--- src/rtl/icache_pkg.sv ---
`default_nettype none
// ============================================================================
//  Module   : icache_pkg
//  Purpose  : Shared types and helpers for the icache refill path. It holds
//             the refill arbiter state encoding, the line geometry
//             derivations and a small popcount helper.
//  Revision : 1.0  initial release
// ============================================================================
package icache_pkg;

    typedef enum logic [1:0] {
        IDLE = 2'd0,
        REQ  = 2'd1,
        WAIT = 2'd2,
        RESP = 2'd3
    } arb_state_t;

    // Line size in bits for a line of the given size in bytes.
    function automatic int calc_line_bits(input int line_bytes);
        return line_bytes * 8;
    endfunction

    // Number of byte-offset bits inside a line.
    function automatic int calc_offset_bits(input int line_bytes);
        return $clog2(line_bytes);
    endfunction

    // Population count over up to eight requesters.
    function automatic logic [3:0] popcount8(input logic [7:0] v);
        logic [3:0] c;
        c = 4'd0;
        for (int i = 0; i < 8; i++) begin
            c = c + {3'b000, v[i]};
        end
        return c;
    endfunction

endpackage
`default_nettype wire

--- src/rtl/icache_refill_arbiter_rr.sv ---
`default_nettype none
// ============================================================================
//  Module   : rr_arbiter
//  Purpose  : Combinational round-robin pick. The search starts at ptr and
//             wraps modulo N. The first asserted request wins.
//  Ports    : req   - request vector
//             ptr   - highest-priority position for this evaluation
//             grant - one-hot winner (all zero if no request)
//             index - binary winner index (0 if no request)
//  Revision : 1.0  initial release
// ============================================================================
module rr_arbiter #(
    parameter int N = 4,
    localparam int IW = (N > 1) ? $clog2(N) : 1
) (
    input  logic [N-1:0]  req,
    input  logic [IW-1:0] ptr,
    output logic [N-1:0]  grant,
    output logic [IW-1:0] index
);

    int   cand;
    logic found;

    always_comb begin
        grant = '0;
        index = '0;
        found = 1'b0;
        cand  = 0;
        for (int k = 0; k < N; k++) begin
            cand = int'(ptr) + k;
            if (cand >= N) begin
                cand = cand - N;
            end
            if (!found && req[cand[IW-1:0]]) begin
                found              = 1'b1;
                grant[cand[IW-1:0]] = 1'b1;
                index              = cand[IW-1:0];
            end
        end
    end

endmodule
`default_nettype wire

--- src/rtl/icache_refill_arbiter.sv ---
`default_nettype none
// ============================================================================
//  Module   : icache_refill_arbiter
//  Purpose  : Shares one line-refill port among NUM_REQ icache miss ports.
//             Misses are granted round-robin, and one refill is kept in
//             flight at a time. The returned line goes to every requester
//             still missing on that line address.
//  Ports    : clk, rst_n (async, active-low)
//             req_valid/req_addr/req_ready   - per-cache miss interface
//             resp_valid/resp_data           - line delivery (shared data)
//             mem_req_*/mem_resp_*           - memory controller refill port
//             busy, refill_count, coalesce_count - status
//  Revision : 1.0  initial release
// ============================================================================
module icache_refill_arbiter
    import icache_pkg::*;
#(
    parameter int NUM_REQ    = 4,
    parameter int LINE_BYTES = 32
) (
    input  logic                      clk,
    input  logic                      rst_n,
    input  logic [NUM_REQ-1:0]        req_valid,
    input  logic [NUM_REQ*32-1:0]     req_addr,
    output logic [NUM_REQ-1:0]        req_ready,
    output logic [NUM_REQ-1:0]        resp_valid,
    output logic [LINE_BYTES*8-1:0]   resp_data,
    output logic                      mem_req_valid,
    output logic [31:0]               mem_req_addr,
    input  logic                      mem_req_ready,
    input  logic                      mem_resp_valid,
    input  logic [LINE_BYTES*8-1:0]   mem_resp_data,
    output logic                      busy,
    output logic [15:0]               refill_count,
    output logic [15:0]               coalesce_count
);

    localparam int LINE_BITS   = calc_line_bits(LINE_BYTES);
    localparam int OFFSET_BITS = calc_offset_bits(LINE_BYTES);
    localparam int TAG_W       = 32 - OFFSET_BITS;
    localparam int IW          = (NUM_REQ > 1) ? $clog2(NUM_REQ) : 1;
    localparam logic [31:0] LINE_MASK = ~(32'(LINE_BYTES) - 32'd1);

    arb_state_t           state;
    logic [IW-1:0]        rr_ptr;
    logic [NUM_REQ-1:0]   gnt_onehot;

    logic [NUM_REQ-1:0]   win_grant;
    logic [IW-1:0]        win_idx;
    logic [IW-1:0]        next_ptr;
    logic [31:0]          win_addr;
    logic [NUM_REQ-1:0]   hit_mask;
    logic [3:0]           extra_cnt;
    logic [16:0]          coalesce_sum;

    rr_arbiter #(.N(NUM_REQ)) u_rr (
        .req   (req_valid),
        .ptr   (rr_ptr),
        .grant (win_grant),
        .index (win_idx)
    );

    // Address of the arbitration winner. It is only meaningful when some
    // req_valid is set.
    always_comb begin
        win_addr = req_addr[32*int'(win_idx) +: 32];
    end

    assign next_ptr = (win_idx == IW'(NUM_REQ - 1)) ? '0 : win_idx + IW'(1);

    // Delivery mask. Every requester still valid on the in-flight line
    // receives it. This includes the granted one, and only if it has not
    // withdrawn.
    always_comb begin
        hit_mask = '0;
        for (int i = 0; i < NUM_REQ; i++) begin
            hit_mask[i] = req_valid[i] &&
                (req_addr[32*i + OFFSET_BITS +: TAG_W] == mem_req_addr[31:OFFSET_BITS]);
        end
    end

    assign extra_cnt    = popcount8(8'(hit_mask & ~gnt_onehot));
    assign coalesce_sum = {1'b0, coalesce_count} + 17'(extra_cnt);

    // Status outputs decode the state register directly, so they carry no
    // input-to-output path.
    assign mem_req_valid = (state == REQ);
    assign busy          = (state != IDLE);

    always_ff @(posedge clk or negedge rst_n) begin
        if (!rst_n) begin
            state          <= IDLE;
            rr_ptr         <= '0;
            gnt_onehot     <= '0;
            mem_req_addr   <= '0;
            req_ready      <= '0;
            resp_valid     <= '0;
            resp_data      <= '0;
            refill_count   <= '0;
            coalesce_count <= '0;
        end else begin
            req_ready  <= '0;
            resp_valid <= '0;
            case (state)
                IDLE: begin
                    if (|req_valid) begin
                        gnt_onehot   <= win_grant;
                        mem_req_addr <= win_addr & LINE_MASK;
                        req_ready    <= win_grant;
                        rr_ptr       <= next_ptr;
                        state        <= REQ;
                    end
                end
                REQ: begin
                    if (mem_req_ready) begin
                        if (refill_count != 16'hFFFF) begin
                            refill_count <= refill_count + 16'd1;
                        end
                        state <= WAIT;
                    end
                end
                WAIT: begin
                    if (mem_resp_valid) begin
                        resp_data      <= mem_resp_data;
                        resp_valid     <= hit_mask;
                        coalesce_count <= coalesce_sum[16] ? 16'hFFFF : coalesce_sum[15:0];
                        state          <= RESP;
                    end
                end
                RESP: begin
                    state <= IDLE;
                end
                default: begin
                    state <= IDLE;
                end
            endcase
        end
    end

    // LINE_BITS documents the data width. The port uses the same expression.
    logic unused_ok;
    assign unused_ok = (LINE_BITS == LINE_BYTES * 8);

endmodule
`default_nettype wire

--- config.mk ---
export PLATFORM = sky130hd
export DESIGN_NAME = icache_refill_arbiter
export DESIGN_NICKNAME = d
export VERILOG_FILES = /design/src/rtl/icache_pkg.sv /design/src/rtl/icache_refill_arbiter_rr.sv /design/src/rtl/icache_refill_arbiter.sv
export SDC_FILE = /design/constraint.sdc
export NUM_CORES = 1
export LEC_CHECK = 0
export BUFFER_PORTS_ARGS = -buffer_cell sky130_fd_sc_hd__buf_2
export CAP_MARGIN = 15
export CORE_AREA = 4 4 280 282
export CTS_CLUSTER_SIZE = 10
export DETAILED_ROUTE_END_ITERATION = 7
export DIE_AREA = 0 0 284 286
export HOLD_SLACK_MARGIN = 0.12
export SYNTH_ARGS = -nofsm -noshare
export SYNTH_HDL_FRONTEND = slang
export SYNTH_SLANG_ARGS = --single-unit
--- constraint.sdc ---
create_clock -name clk -period 4.2 [get_ports clk]
set_clock_uncertainty 0.1 [all_clocks]
set_input_delay 0.21 -clock clk [delete_from_list [all_inputs] [get_ports clk]]
set_output_delay 0.21 -clock clk [all_outputs]
set_load 0.05 [all_outputs]
; After elaboration in Yosys (flattened, before gate mapping)
; Index checks and enable logic that the tools add are counted.
[totals]
regBits = 331
out_inout_bits = 330
[op_classes]
addsub = 17
n_lt_le_gt_ge = 12
eq_ne = 12
n_shift = 1
mux = 41
bitwise = 5
reduce_logical = 21
[op_table]
columns = op, count
row1 = 128-bit by 8-bit variable part select with 32-bit output, 1
row2 = 27-bit equality test, 4
row3 = 4-bit two-way mux, 8
row4 = 2-bit two-way mux, 12
row5 = 16-bit by 4-bit adder with 17-bit output, 1
row6 = 16-bit by 1-bit adder with 16-bit output (second input constant), 1
row7 = 4-bit by 1-bit adder with 4-bit output, 4
row8 = 16-bit two-way mux, 1
row9 = 16-bit != test (second input constant), 1
row10 = 2-bit by 3-bit < comparator with 1-bit output (second input constant), 4
row11 = 4-bit bitwise OR, 3
row12 = 1-bit logical AND, 11
row13 = 1-bit two-way mux, 11
row14 = 3-bit >= comparator (second input constant), 3
row15 = 4-bit by 8-bit AND with 8-bit output, 1
row16 = 1-bit binary-select mux with 2-bit select, 4
row17 = 1-bit demux with 2-bit select, 4
row18 = 2-bit by 1-bit >= comparator with 1-bit output (second input constant), 4
row19 = 4-bit NOT with 8-bit output, 1
row20 = 2-bit case mux with 4 select lines, 1
row21 = 2-bit by 1-bit subtractor with 2-bit output (second input constant), 4
row22 = 2-bit by 2-bit adder with 3-bit output (second input constant), 2
row23 = 2-bit equality test (second input constant), 3
row24 = 3-bit AND reduction, 2
row25 = other kinds (14), 18

; Longest topological paths before layout
; Gate-level depths: netlist of run 1.
[logic_depth]
depth_word = 16
depth_mapped = 16
mapped_depth_nobuf = 15

; Hierarchy
; From an unflattened synthesis of run 1, not the netlist that was laid out.
[unflattened]
cells_unflattened = 1609
hier_area_um2 = 15334.7
[modules_own_cells]
columns = mod, n_inst, cells_per_inst, area_each_um2, seq_area_each_um2
row1 = icache_refill_arbiter, 1, 1561, 14895.5, 8282.9
row2 = rr_arbiter, 1, 48, 439.2, 0.0

; Worst setup path after synthesis of run 1
; Ideal clock, no wire load.
[synth_path]
path_type = register -> register
from = register mem_req_addr[12]
to = register coalesce_count[12]
setup_time_ns = 0.119
arrival_time_ns = 4.040
required_time_ns = 3.981
slack_ns = -0.059
path_stages_with_launch = 16
path_buffers = 1
period_less_slack_ns = 4.259
cell_sequence = dfrtp_1 > clkbuf_1 > xnor2_1 > nand4_1 > nor4_1 > nand4_1 > or2_2 > fa_1 > fa_1 > inv_1 > fa_1 > nand3_1 > nor4_1 > and3_1 > nand3_1 > o21a_1
[synth_between]
elab_chain_len = 12
[synth_rtl]
columns = element, line_no
row1 = start: declaration, icache_refill_arbiter.sv:29  ; output logic [31:0] mem_req_addr,
row2 = start signal: assignment, icache_refill_arbiter.sv:108  ; mem_req_addr <= win_addr & LINE_MASK;
row3 = 27-bit equality test, icache_refill_arbiter.sv:78  ; (req_addr[32*i + OFFSET_BITS +: TAG_W] == mem_req_addr[31:OFFSET_BITS]);
row4 = 1-bit logical AND, icache_refill_arbiter.sv:77  ; hit_mask[i] = req_valid[i] &&
row5 = 4-bit by 8-bit AND with 8-bit output *, icache_refill_arbiter.sv:82  ; assign extra_cnt = popcount8(8'(hit_mask & ~gnt_onehot));
row6 = 1-bit by 1-bit adder with 2-bit output, icache_pkg.sv:33  ; c = c + {3'b000, v[i]};
row7 = 2-bit by 1-bit adder with 3-bit output, icache_pkg.sv:33
row8 = 3-bit by 1-bit adder with 4-bit output *, icache_pkg.sv:33
row9 = 4-bit by 1-bit adder with 4-bit output * (4 in a row), icache_pkg.sv:33
row10 = 16-bit by 4-bit adder with 17-bit output *, icache_refill_arbiter.sv:83  ; assign coalesce_sum = {1'b0, coalesce_count} + 17'(extra_cnt);
row11 = 16-bit two-way mux *, icache_refill_arbiter.sv:126  ; coalesce_count <= coalesce_sum[16] ? 16'hFFFF : coalesce_sum[15:0];
row12 = end signal: assignment, icache_refill_arbiter.sv:126
row13 = end: declaration, icache_refill_arbiter.sv:35  ; output logic [15:0] coalesce_count
; Every way passes the cells marked *; elsewhere a longest branch is shown, timed or not.
; A chain may end at the register's enable or synchronous reset.

; Final worst setup path of run 1
[layout_path]
from = register mem_req_addr[14]
to = register coalesce_count[14]
; The elaborated chain is that of the path after synthesis.

==> summary.md, run 1 <==
| Metric | Value |
|---|---|
| Status | `complete, no violations` |
| Final setup viols | `0` |
| GRT Util Overall | `between 10% and 20%` |
| Area growth syn-to-layout | `62.1%` |
| Cell-internal power | `10.5 mW` |
| Relative slew slack | `28.4%` |
| Initial DRC Count | `1014` |
| Max Cap Viol | `0` |
| Largest area contributor in the netlist | `dfrtp_1` |
| Post-synth ARST share | `100%` |
| Sw Pwr | `11.4 mW` |
| Final nets | `3183` |
| Core area | `75700 sq um` |
| Clock network fraction of total power | `16.0%` |
| Die Y | `approximately 290 microns` |
| Routability cong. | `0.944` |
| Post-synth top area share | `52.6%` |
| PwrDens | `855 nW/um^2` |
| Logic pwr share | `59.5%` |
| WL final | `around 65000 microns` |
| Clock network latency to the later pin of the worst-skew pair | `0.55 ns` |
| Minimum clock period | `4.06 ns` |
| Worst-Margin Slew | `1.07 ns` |
| Seq pwr share | `24.5%` |
| Clk sinks | `331` |
| Util after Layout | `33.7%` |
| Mapped Cells | `1729` |
| Hold WS | `0.183 ns` |
| Rows | `approximately 100` |
| Mapped Area | `between 15000 and 20000 sq um` |
| CTS tree | `built` |
| Final period utilization | `96.7%` |
| Leakage | `13.3 nW` |
| Clk buf depth | `3` |
| Drt wl/cell | `17.1 microns` |
| DRC violations left | `0` |
| Antenna violation net count after detailed routing | `0` |
| Via-to-Cell Ratio | `~4.3` |
| PnR worst setup slack | `between 0.1 and 0.15 ns` |
| Worst path required time | `4.54 ns` |
| Vias in the first global route | `roughly 17k` |
| Fill count | `around 7.6k` |
| Starting Density | `between 20% and 30%` |
| HP Class | `in2async` |
| VDD IR-drop max | `716 uV` |
| Setup WS pre-CTS | `just over 0.1 ns` |
| H-tree depth | `2` |
| Sequential area share after synthesis | `52.6%` |
| Clock-pin slew on the worst setup and hold paths | `0.06 ns` |
| Slew Viols, Final | `0` |
| Synthesis-stage register bit count | `about 330` |
| CP Launch Type | `flip-flop` |
| Prevailing post-synth register cell | `dfrtp_1` |
| Count of different cell masters after synthesis | `56` |
| Root buf cell | `clkbuf_16` |
| Max Freq | `about 0.25 GHz` |
| Number of synthesized flops with an enable pin | `0` |
| Total global routing overflow | `0` |
| Synth Warn # | `0` |
| Worst Path Arrival | `4.40 ns` |
| Initial antenna violation count | `10` |
| CP Capture Type | `flip-flop` |
| Register Area | `8280 sq um` |
| Worst reg-to-reg path cell count | `13` |
| Crit-path max FO | `5` |
| Layout cell share with drive strength beyond 1 | `around a third` |
| Global-route wire length before repair | `98600 microns` |
| Largest net degree at the start of global routing | `about 180` |
| First-pass detailed-route iteration total | `5` |
| Port buffer count | `roughly 700` |
| # IOs | `722` |
| Main area contributors after synthesis | `dfrtp_1 (53%), nand2_1 (20%), xnor2_1 (4.2%), xor2_1 (3.2%), nor3b_1 (2.6%)` |
| Total die area | `81200 sq um` |
| Avg Synthesized Cell Area | `9.10 sq um` |
| Final cell count without fillers | `3787` |
| Crit Path Category | `reg2reg` |
| Placed cells | `3346` |
| Post-CTS Setup Bufs | `0` |
| CTS Buf Count | `43` |
| Via Count | `16.4k` |
| Final hold vios | `0` |
| Die Width | `284 microns` |
| Multi-input gate area | `6890 sq um` |
| DP HPWL | `44700 microns` |
| Switching part of the total | `52.1%` |
-- critical path: stages, from the launching register on --
cell     delay, ns
dfrtp_1       0.48
xor2_1        0.18
nor4_1        0.49
nand4_1       0.25
or2_2         0.34
fa_1          0.48
fa_2          0.46
inv_1         0.09
fa_1          0.21
nand3_2       0.14
nor4_4        0.29
buf_4         0.17
a31oi_1       0.08
a41oi_1       0.19
-- kinds of logic after synthesis --
family / share of synthesized area, %
multiplexers: 0.922
buffers and inverters: 4.13
adder cells (fa/ha/maj): 1.10
other: 0.0238
XOR/XNOR: 7.46
AND/OR/NAND/NOR: 26.4
flip-flops: 52.6
AO/OA/AOI/OAI: 7.29
-- metrics by stage --
stage          instance area [sq um]  TNS (ns)  power [mW]
2_1_floorplan                  15800         0        14.2
3_3_place_gp                   20500         0        17.1
3_5_place_dp                   20500         0        17.2
4_1_cts                        25400         0        21.8
5_1_grt                        25500  -0.00798        23.0
6_report                       25500         0        21.8
-- cells in the final DEF (no fill, tap or decap), drive strengths merged, types with 3 or more instances in the layout --
cell type / instances
nand2: 820
buf: 758
dlygate4sd3: 366
dfrtp: 331
xnor2: 76
xor2: 58
nor3b: 55
a211oi: 55
clkbuf: 53
o31ai: 27
nand4: 22
nor2: 21
nor4: 18
inv: 16
nand3: 15
diode: 11
ha: 9
and3: 8
nand2b: 8
clkinv: 7
nor2b: 6
or2: 5
a221o: 5
conb: 5
mux4: 4
a22oi: 4
and4: 4
a21oi: 4
a21o: 4
and2: 4
o21ai: 4
mux2: 4
o21a: 3
fa: 3
-- state kept, by name, summed over array words and instances, names as in the netlist, named ones only --
name	count
req_ready	4
refill_count	16
coalesce_count	16
resp_data	256
resp_valid	4
mem_req_addr	27
state	2
rr_ptr	1
gnt_onehot	4
-- final timing paths --
path	to	from	slack, ns
hold reg to reg	resp_data[119]	resp_data[119]	0.37
setup reg to reg	coalesce_count[14]	mem_req_addr[14]	0.14
setup / recovery	coalesce_count[14]	mem_req_addr[14]	0.14
min in group clk	resp_valid[0]	req_addr[18]	0.19
hold / removal	mem_req_addr[12]	rst_n	0.18
max in group asynchronous	resp_data[68]	rst_n	2.77
-- per-layer routing --
metal	routed length (microns)	vias up	part of all wire (%)	global-route usage, %
met4	3240	0	5.0	7.59
met1	26300	7752	41	19.2
met5	0	-	0	0
met3	5240	215	8.1	3.82
li1	-	7629	-	-
met2	29900	774	46	24.3
-- cells in the mapped netlist, types with 2 or more instances --
| cell | number |
|---|---|
| clkbuf_1 | 90 |
| nor4_1 | 18 |
| buf_12 | 2 |
| and4_1 | 4 |
| xnor2_1 | 76 |
| mux2_1 | 2 |
| mux4_2 | 4 |
| buf_2 | 8 |
| nand3_1 | 15 |
| nor3b_1 | 55 |
| o31ai_2 | 18 |
| nor2b_1 | 5 |
| a221o_1 | 5 |
| nand2_1 | 820 |
| nand4_1 | 22 |
| buf_1 | 8 |
| a22oi_1 | 4 |
| buf_6 | 9 |
| a21o_1 | 4 |
| nand2b_1 | 7 |
| a21oi_1 | 4 |
| o21a_1 | 3 |
| dfrtp_1 | 331 |
| buf_4 | 6 |
| o22ai_1 | 2 |
| inv_1 | 14 |
| and2_1 | 4 |
| nor2_1 | 21 |
| mux2_2 | 2 |
| o31ai_1 | 9 |
| a211oi_1 | 23 |
| and3_1 | 8 |
| xor2_1 | 58 |
| or2_2 | 4 |
| ha_1 | 9 |
| fa_1 | 3 |
| o21ai_0 | 3 |
| a211oi_2 | 31 |
-- layout make-up --
class | instances | share of cell area, %
Multi-Input combinational cell | 1264 | 27.0
Clock buffer | 53 | 4.57
Sequential cell | 331 | 32.5
Timing Repair Buffer | 1124 | 30.3
Antenna cell | 11 | 0.108
Clock inverter | 11 | 0.510
Inverter | 15 | 0.221
Tap cell | 978 | 4.80
-- power by group through the flow --
| stage | registers, mW | logic (mW) | clock network, mW |
|---|---|---|---|
| CTS | 5.32 | 12.8 | 3.62 |
| floorplan | 9.79 | 4.40 | 0 |
| global placement | 5.31 | 11.8 | 0 |
| global route | 5.52 | 13.7 | 3.72 |
| finish | 5.35 | 13.0 | 3.48 |
| detailed placement | 5.32 | 11.9 | 0 |
-- timing repair --
item	in CTS	in global routing
hold buffers	366	0
endpoints found under the setup margin	0	41
gates resized for setup	0	10
hold endpoints to repair	375	0
No activity file was read; power rests on OpenSTA's default activity.
==> run 2, diff against run 1 <==
--- a/config.mk
+++ b/config.mk
@@ -12,6 +12,7 @@
 export DETAILED_ROUTE_END_ITERATION = 7
 export DIE_AREA = 0 0 284 286
 export HOLD_SLACK_MARGIN = 0.12
+export PLACE_DENSITY_LB_ADDON = 0.3
 export SYNTH_ARGS = -nofsm -noshare
 export SYNTH_HDL_FRONTEND = slang
 export SYNTH_SLANG_ARGS = --single-unit
==> run 2 against run 1 <==
Sequential cell count unchanged. Via count decreased by 2.7%. Highest routed layer unchanged. Clock power increased by 3%. Setup slack improved by 0.050 ns. Register-to-register slack improved by 0.05 ns. Critical endpoint is now mem_req_addr[15]. Die area unchanged.
==> summary.md, run 2 (synthesized netlist as in run 1, its figures left out) <==
| Metric | Value |
|---|---|
| Status | `complete, no violations` |
| Relative slew slack | `38.0% (+9.6 points)` |
| CTS Buf Count | `43 (unchanged)` |
| Rows | `101 (unchanged)` |
| DRC violations left | `0 (unchanged)` |
| CP Launch Type | `flip-flop` |
| Fill count | `7814 (+2.6%)` |
| Core area | `75700 sq um (unchanged)` |
| Final hold vios | `0 (unchanged)` |
| Hold WS | `0.179 ns (-0.00437 ns)` |
| Initial DRC Count | `794 (-22%)` |
| RR Startpoint | `rr_ptr[1]` |
| Clk buf depth | `3 (unchanged)` |
| Terminus of the critical flop-to-flop path | `mem_req_addr[15]` |
| Port buffer count | `696 (unchanged)` |
| Clk sinks | `331 (unchanged)` |
| Final setup viols | `0 (unchanged)` |
| R2r setup slk | `0.19 ns (+0.05 ns)` |
| Commonest non-fill, non-tap cell in the layout | `nand2_1` |
| Total power draw | `21.9 mW (+0.40%)` |
| Via Count | `15.9k (-2.7%)` |
| Final period utilization | `95.5% (-1.2 points)` |
| Root buf cell | `clkbuf_16` |
| Total die area | `81200 sq um (unchanged)` |
| Starting Density | `20.8% (unchanged)` |
| Crit-path max FO | `28 (+23)` |
| Final cell count without fillers | `3789 (+0.053%)` |
| WL final | `66200 microns (+2.3%)` |
| Die Width | `284 microns (unchanged)` |
| Util after Layout | `33.7% (about the same)` |
| Minimum clock period | `4.01 ns (-0.0502 ns)` |
| Via-to-Cell Ratio | `4.20 (-2.8%)` |
| Final nets | `3182 (-0.031%)` |
| DP HPWL | `46800 microns (+4.8%)` |
| Initial antenna violation count | `10 (unchanged)` |
| # IOs | `722 (unchanged)` |
| Fin area | `25500 sq um (about the same)` |
| Vias in the first global route | `16.8k (-1.9%)` |
| Commonest cells after routing, fill and taps aside | `nand2_1 (818), buf_2 (695), dlygate4sd3_1 (368)` |
| Setup WS pre-CTS | `-0.0511 ns (-0.154 ns)` |
| PnR worst setup slack | `0.187 ns (+0.0502 ns)` |
| First-pass detailed-route iteration total | `4 (-1)` |
| Clock network latency to the later pin of the worst-skew pair | `0.57 ns (+0.02 ns)` |
| Worst path required time | `4.54 ns (about the same)` |
| DP Area | `20400 sq um (-0.27%)` |
| CP Capture Type | `flip-flop` |
| Antenna violation net count after detailed routing | `0 (unchanged)` |
| RSZ-0062 raised after global routing | `false` |
| Routability cong. | `0.905 (-4.1%)` |
| CTS tree | `built` |
| Largest net degree at the start of global routing | `151 (-15%)` |
| Worst reg-to-reg path cell count | `10 (-3)` |
| GRT Util Overall | `15.5% (+0.34 points)` |
| Leakage | `13.3 nW (about the same)` |
| HP Class | `in2async` |
| Die Y | `286 microns (unchanged)` |
| Area growth syn-to-layout | `62.0% (about the same)` |
| TNS Setup | `0 ns (unchanged)` |
| Reg with most FFs | `resp_data` |
| Number of flip-flops in the largest register | `256 (unchanged)` |
| Worst Path Arrival | `4.35 ns (-0.05 ns)` |
| PwrDens | `859 nW/um^2 (+0.45%)` |
| Total global routing overflow | `0 (unchanged)` |
| Max Cap Viol | `0 (unchanged)` |
| Crit Path Category | `reg2reg` |
| Drt wl/cell | `17.5 microns (+2.3%)` |
| Biggest regs | `resp_data: 256 flops, mem_req_addr: 27 flops` |
| VDD IR-drop max | `547 uV (-24%)` |
| Max Freq | `0.249 GHz (+1.3%)` |
| Clock-pin slew on the worst setup and hold paths | `0.07 ns (about the same)` |
| Layout cell share with drive strength beyond 1 | `31.9% (-0.081 points)` |
| H-tree depth | `2 (unchanged)` |
| Placed cells | `3342 (-0.12%)` |
| Worst-Margin Slew | `0.931 ns (-0.144 ns)` |
| Global-route wire length before repair | `99600 microns (+1.0%)` |
| Slew Viols, Final | `0 (unchanged)` |
==> run 2: cell count changes in the layout (fill, tap and decap cells not counted), sizes merged <==
cell and delta:
clkbuf +5, buf -3, clkinv +2, diode -2
dlygate4sd3 +2, bufinv -1, clkinvlp -1
==> run 2: how the worst max path moves through the flow <==
stage | start | to
floorplan | mem_req_addr[12] | coalesce_count[12]
global placement | mem_req_addr[23] | coalesce_count[6]
detailed placement | mem_req_addr[9] | coalesce_count[11]
CTS | mem_req_addr[9] | coalesce_count[14]
global route | rr_ptr[1] | mem_req_addr[18]
finish | rr_ptr[1] | mem_req_addr[15]
==> run 2: timing repair <==
action / CTS / global route
hold buffers: 368 / 0
setup buffers: 0 / 1
cloned: 0 / 0
pin swaps: 0 / 2
setup endpoints to repair: 9 / 43
resized for setup: 1 / 7
hold endpoints to repair: 375 / 0
==> run 2: where the power goes <==
part	internal [mW]	leakage [nW]	switching, mW
logic	3.83	8.45	9.16
registers	4.55	4.18	0.781
clock network	2.09	0.667	1.49
total	10.5	13.3	11.4
==> run 2: cell type report <==
class | instances | area [sq um] | area share, %
clock inverters | 11 | 118 | 0.461
repair buffers | 1123 | 7700 | 30.2
clock buffers | 58 | 1220 | 4.80
flip-flops and latches | 331 | 8280 | 32.5
diodes | 9 | 22.5 | 0.0883
multi-input cells | 1264 | 6860 | 26.9
well taps | 978 | 1220 | 4.80
inverters | 15 | 56.3 | 0.221
==> run 2: worst max-delay path: stages, from the launching register on <==
cell	delay (ns)
dfrtp_1	0.56
inv_1	0.15
ha_1	0.38
mux4_2	0.68
o21a_1	0.23
nor2_1	0.21
a221o_1	0.15
buf_4	0.44
a211oi_1	0.10
dlygate4sd3_1	0.60
o31ai_1	0.27
==> run 2: metal layers <==
layer / vias to the layer above / track usage, % / share of wire, %
met2: 595 / 25.3 / 47
met3: 170 / 4.61 / 7.9
met4: 0 / 6.95 / 4.3
met5: - / 0 / 0
li1: 7640 / - / -
met1: 7522 / 19.1 / 41
